`config.mk`:
```
export PLATFORM = sky130hd
export DESIGN_NAME = decode_dispatch_ctrl
export DESIGN_NICKNAME = d
export VERILOG_FILES = /design/src/rtl/decode_dispatch_ctrl.sv
export SDC_FILE = /design/constraint.sdc
export NUM_CORES = 1
export LEC_CHECK = 0
export CORE_MARGIN = 5
export CORE_UTILIZATION = 60
export CTS_BUF_LIST = sky130_fd_sc_hd__clkbuf_16
export CTS_CLUSTER_DIAMETER = 30
export CTS_CLUSTER_SIZE = 20
export DETAILED_ROUTE_END_ITERATION = 8
export DONT_BUFFER_PORTS = 1
export PLACE_DENSITY_LB_ADDON = 0.08
export SYNTH_ARGS = -nofsm -noshare
export SYNTH_HDL_FRONTEND = slang
export SYNTH_SLANG_ARGS = --single-unit
```
`constraint.sdc`:
```
create_clock -name clk -period 6.1 [get_ports clk]
set_input_delay 1.22 -clock clk [delete_from_list [all_inputs] [get_ports clk]]
set_output_delay 1.22 -clock clk [all_outputs]
set_load 0.01 [all_outputs]
```
`src/rtl/decode_dispatch_ctrl.sv`:
```
// Decode-stage dispatch controller: buffers fetched words, classifies the head opcode
// and steers it to one of three issue ports. Optional trap path: DECODE_ILLEGAL_TRAP_EN.
module decode_dispatch_ctrl #(
    parameter int DEPTH = 2,
    parameter int PC_W  = 32,
    parameter int CNT_W = 16
) (
    input  logic             clk,
    input  logic             rst,
    input  logic             flush,
    input  logic             in_valid,
    output logic             in_ready,
    input  logic [31:0]      in_instr,
    input  logic [PC_W-1:0]  in_pc,
    output logic [2:0]       out_valid,
    input  logic [2:0]       out_ready,
    output logic [24:0]      out_data,
    output logic [6:0]       out_opcode,
    output logic             out_spec,
    output logic [PC_W-1:0]  out_pc,
    output logic [CNT_W-1:0] dispatch_count,
    output logic [CNT_W-1:0] drop_count
`ifdef DECODE_ILLEGAL_TRAP_EN
    ,
    output logic             trap_valid,
    output logic [PC_W-1:0]  trap_pc,
    input  logic             trap_ack
`endif
);

    localparam int AW = (DEPTH > 1) ? $clog2(DEPTH) : 1;
    localparam int CW = AW + 1;

    typedef enum logic {
        ST_RUN  = 1'b0,
        ST_TRAP = 1'b1
    } state_t;

    // Returns {group[1:0], spec} for an opcode; group 00 means undecodable.
    function automatic logic [2:0] classify(input logic [6:0] op);
        logic [2:0] res;
        case (op)
            7'b0110011:                         res = 3'b010;
            7'b0010011, 7'b0000011, 7'b1100111: res = 3'b011;
            7'b0100011:                         res = 3'b100;
            7'b1100011:                         res = 3'b101;
            7'b1101111:                         res = 3'b110;
            7'b0110111, 7'b0010111:             res = 3'b111;
            default:                            res = 3'b000;
        endcase
        return res;
    endfunction

    logic [31:0]      r_mem_instr [DEPTH];
    logic [PC_W-1:0]  r_mem_pc    [DEPTH];
    logic [AW-1:0]    r_rd_ptr;
    logic [AW-1:0]    r_wr_ptr;
    logic [CW-1:0]    r_count;
    state_t           r_state;
    logic [CNT_W-1:0] r_dispatch_count;
    logic [CNT_W-1:0] r_drop_count;

    state_t           w_next_state;
    logic             w_empty;
    logic             w_full;
    logic [31:0]      w_head_instr;
    logic [PC_W-1:0]  w_head_pc;
    logic [2:0]       w_class;
    logic [1:0]       w_group;
    logic             w_in_ready;
    logic [2:0]       w_out_valid;
    logic             w_push;
    logic             w_dispatch;
    logic             w_drop_pop;
    logic             w_pop;
    logic             w_clear;
    logic             w_drop_inc;

    assign w_empty      = (r_count == {CW{1'b0}});
    assign w_full       = (r_count == CW'(DEPTH));
    assign w_head_instr = r_mem_instr[r_rd_ptr];
    assign w_head_pc    = r_mem_pc[r_rd_ptr];
    assign w_class      = classify(w_head_instr[6:0]);
    assign w_group      = w_class[2:1];

    // Next-state, issue steering and FIFO control decisions.
    always_comb begin
        w_next_state = r_state;
        w_in_ready   = 1'b0;
        w_out_valid  = 3'b000;
        w_dispatch   = 1'b0;
        w_drop_pop   = 1'b0;
        w_clear      = 1'b0;
        w_drop_inc   = 1'b0;

        if (r_state == ST_RUN) begin
            w_in_ready = !w_full;
        end else begin
            w_in_ready = 1'b0;
        end

        if (flush) begin
            w_next_state = ST_RUN;
            w_clear      = 1'b1;
        end else begin
            case (r_state)
                ST_RUN: begin
                    if (!w_empty) begin
                        case (w_group)
                            2'b01:   w_out_valid = 3'b001;
                            2'b10:   w_out_valid = 3'b010;
                            2'b11:   w_out_valid = 3'b100;
                            default: begin
`ifdef DECODE_ILLEGAL_TRAP_EN
                                w_next_state = ST_TRAP;
`else
                                w_drop_pop   = 1'b1;
                                w_drop_inc   = 1'b1;
`endif
                            end
                        endcase
                        w_dispatch = |(w_out_valid & out_ready);
                    end else begin
                        w_out_valid = 3'b000;
                    end
                end
                ST_TRAP: begin
`ifdef DECODE_ILLEGAL_TRAP_EN
                    if (trap_ack) begin
                        w_clear      = 1'b1;
                        w_drop_inc   = 1'b1;
                        w_next_state = ST_RUN;
                    end else begin
                        w_next_state = ST_TRAP;
                    end
`else
                    w_next_state = ST_RUN;
`endif
                end
                default: w_next_state = ST_RUN;
            endcase
        end
    end

    assign w_push = in_valid && w_in_ready && !flush;
    assign w_pop  = w_dispatch || w_drop_pop;

    // FSM state register.
    always_ff @(posedge clk) begin
        if (rst) begin
            r_state <= ST_RUN;
        end else begin
            r_state <= w_next_state;
        end
    end

    // FIFO pointers and occupancy; a clear wins over any push or pop.
    always_ff @(posedge clk) begin
        if (rst || w_clear) begin
            r_rd_ptr <= {AW{1'b0}};
            r_wr_ptr <= {AW{1'b0}};
            r_count  <= {CW{1'b0}};
        end else begin
            if (w_push) begin
                r_wr_ptr <= r_wr_ptr + AW'(1);
            end
            if (w_pop) begin
                r_rd_ptr <= r_rd_ptr + AW'(1);
            end
            r_count <= r_count + CW'(w_push) - CW'(w_pop);
        end
    end

    // Payload storage; contents are only meaningful under a valid occupancy.
    always_ff @(posedge clk) begin
        if (w_push) begin
            r_mem_instr[r_wr_ptr] <= in_instr;
            r_mem_pc[r_wr_ptr]    <= in_pc;
        end
    end

    // Wrapping dispatch and drop statistics.
    always_ff @(posedge clk) begin
        if (rst) begin
            r_dispatch_count <= {CNT_W{1'b0}};
            r_drop_count     <= {CNT_W{1'b0}};
        end else begin
            if (w_dispatch) begin
                r_dispatch_count <= r_dispatch_count + CNT_W'(1);
            end
            if (w_drop_inc) begin
                r_drop_count <= r_drop_count + CNT_W'(1);
            end
        end
    end

    assign in_ready       = w_in_ready;
    assign out_valid      = w_out_valid;
    assign out_data       = w_head_instr[31:7];
    assign out_opcode     = w_head_instr[6:0];
    assign out_spec       = w_class[0];
    assign out_pc         = w_head_pc;
    assign dispatch_count = r_dispatch_count;
    assign drop_count     = r_drop_count;

`ifdef DECODE_ILLEGAL_TRAP_EN
    assign trap_valid = (r_state == ST_TRAP);
    assign trap_pc    = w_head_pc;
`endif

endmodule

```
==> summary.md <==
| Metric | Value |
|---|---|
| GP Congestion | `0.830` |
| Worst Path Arrival | `4.24 ns` |
| Worst Path Class, Setup | `flop to flop` |
| Drt pass-1 iters | `5` |
| Worst-skew pair later-pin latency | `0.41 ns` |
| Cell taking the most area after synthesis | `edfxtp_1` |
| Layout net count | `518` |
| # Post-CTS Setup Buffers | `0` |
| Top cells by area, synth | `edfxtp_1, dfxtp_1, mux2_2` |
| Routed vias/inst | `5.97` |
| Multiplexer area fraction after synthesis | `0.114` |
| Clock sink count | `165` |
| Die Y | `115 µm` |
| Initial antenna violation count | `0` |
| Die ar. | `13,200 µm²` |
| Design Power | `2.35 mW` |
| Initial core utilization | `0.610` |
| Clock Skews | `0.00432 ns` |
| Vias in the first global route | `3,668` |
| Die X | `115 µm` |
| CTS-repair resized insts | `0` |
| Required time of the critical path | `6.39 ns` |
| Setup_tns | `0 ns` |
| Reg2reg setup slack | `2.15 ns` |
| Routed Antenna Nets | `0` |
| RSZ-0062 raised after global routing | `false` |
| Endpoints failing hold | `0` |
| Largest net degree at the start of global routing | `75` |
| XOR/XNOR Fraction of Synth Area | `0.0251` |
| CTS tree | `done` |
| Post-synthesis adder-cell area fraction | `0.00567` |
| Syn nets | `514` |
| TritonCTS buffer count | `17` |
| Post-synth EDFFs | `128` |
| First-pass GRT wire length | `18,900 µm` |
| Compound-Gate Fraction of Synth Area | `0.0463` |
| Syn Inst Count | `440` |
| Remaining DRCs | `0` |
| Yosys reg bits | `165` |
| Maximum buffer depth of the clock tree | `2` |
| Max_slew headroom | `0.213` |
| LEAKAGE | `2.45 nW` |
| I/O pin count | `172` |
| DRT iter0 DRCs | `267` |
| Filler cells | `769` |
| Core area | `10,800 µm²` |
| Reg clk slew, reported paths | `0.06 ns` |
| Part of the cycle the worst path needs | `0.647` |
| Ys async rst share | `0` |
| DP Wirelength | `8290 µm` |
| Vias post-DR | `3,572` |
| CTS root buf | `clkbuf_16` |
| Slew @ Worst Pin | `1.18 ns` |
| Crit. End Element | `flop` |
| Crit-path max FO | `74` |
| Synthesis Warnings | `0` |
| Post-synth top area share | `0.581` |
| Hold Path Class | `flop to flop` |
| Peak supply drop | `0.000254 V` |
| FP Rows | `38` |
| Register area share after synthesis | `0.693` |
| Combinational family with the most area after synthesis | `multiplexers` |
| Cell Area, Synth | `6620 µm²` |
| PD cells | `321 nW/µm²` |
| Setup Viol. Count Final | `0` |
| Drt wl/cell | `20.3 µm` |
| Layout cells sized above 1 | `0.234` |
| Total GRT Usage | `0.189` |
| CP Launch Type | `flop` |
| Top-count cell post-synth | `edfxtp_1` |
| Post-Syn Area per Cell | `15.0 µm²` |
| Post-Route WL | `12,100 µm` |
| Status | `complete, no violations` |
| Fmax | `253 MHz` |
| IO Port Bufs | `0` |
| Netlist cell types | `50` |
| Most frequent cells after synthesis | `edfxtp_1, mux2_2, dfxtp_1, nor2_1, nand4_1` |
| Crit path time final | `3.95 ns` |
| H-Tree Depth | `4` |
| # hold bufs at CTS | `0` |
| Slew Viols, Final | `0` |
| Area growth, synth to finish | `10.8%` |
| Ys flop type | `edfxtp_1` |
| Congestion Overflow GR | `0` |
| Max-cap violations | `0` |
| Area share of and/or/nand/nor cells after synthesis | `0.0991` |
==> cell families (layout without fill, tap and decap cells) <==
| kind of cell | after synthesis | count (layout) |
|---|---|---|
| other | 0 | 1 |
| adder cells (fa/ha/maj) | 3 | 3 |
| buffers and inverters | 27 | 44 |
| AO/OA/AOI/OAI | 45 | 45 |
| AND/OR/NAND/NOR | 114 | 114 |
| XOR/XNOR | 19 | 19 |
| multiplexers | 67 | 67 |
| flip-flops | 165 | 165 |
==> final cells by class <==
| class | count | area, µm² | area share |
|---|---|---|---|
| well taps | 140 | 175 | 0.0239 |
| clock buffers | 17 | 425 | 0.0580 |
| flip-flops and latches | 165 | 4590 | 0.626 |
| inverters | 9 | 33.8 | 0.00461 |
| clock inverters | 15 | 156 | 0.0213 |
| diodes | 1 | 2.50 | 0.000341 |
| repair buffers | 3 | 22.5 | 0.00307 |
| multi-input cells | 248 | 1930 | 0.263 |
==> worst max-delay path, stage by stage, from the launching register on <==
cell,delay [ns]
dfxtp_4,0.94
mux2i_1,0.25
inv_1,0.24
nor3_4,0.08
o21ai_1,0.76
nand2_1,0.34
nand2_1,0.17
xor2_1,0.16
ha_1,0.18
xor2_1,0.24
nor4_1,0.10
a31oi_1,0.18
nand3_1,0.09
==> cell usage in the layout, fill, tap and decap left out, types with 4 or more instances in the layout <==
cell	instances
dfxtp_1	36
o31ai_1	5
nand2_1	12
nand3_1	12
nor2_1	23
o21ai_0	6
or4_1	4
or3_1	6
o21a_1	4
edfxtp_1	128
inv_1	10
mux2_2	62
nand4_1	17
clkbuf_16	17
and3_1	13
and4_1	4
and2_1	5
a21oi_1	16
xor2_1	16
==> per-stage QoR <==
step	setup WS, ns	std cells	hold WS [ns]	area [µm²]	utilization
after floorplan	1.11	440	0.501	6620	-
after global placement	2.36	565	0.516	6750	0.623
after detailed placement	2.16	565	0.520	6750	0.623
after CTS	2.15	597	0.529	7330	0.676
after global routing	1.72	597	0.568	7330	0.676
final	2.15	598	0.524	7330	0.677
==> report_power, final <==
part / leakage (nW) / switching, mW / internal, mW
clock: 0.285 / 0.421 / 0.606
sequential: 1.47 / 0.0112 / 1.24
combinational: 0.692 / 0.0469 / 0.0271
==> final timing paths <==
path	startpoint	endpoint	cells past startpoint
worst max-delay path	flop	r_count[1]$_SDFF_PP0_	12
worst max register to register	flop	r_count[1]$_SDFF_PP0_	12
worst min-delay path	dispatch_count[14]$_SDFFE_PP0P_	dispatch_count[14]$_SDFFE_PP0P_	2
worst min register to register	dispatch_count[14]$_SDFFE_PP0P_	dispatch_count[14]$_SDFFE_PP0P_	2
==> sequential cells by signal (all words and copies together), names as in the netlist, named ones only <==
register and flops:
r_wr_ptr 1, drop_count 16, r_mem_pc 64, r_rd_ptr 1
r_mem_instr 64, dispatch_count 16, r_count 2
==> per-layer routing <==
metal	up-vias	GRT usage	share of wire
li1	1691	-	-
met1	1739	0.218	0.38
met2	129	0.296	0.48
met3	13	0.106	0.13
met4	0	0.0728	0.015
met5	-	0	0
Power figures use the tool's default switching activity.
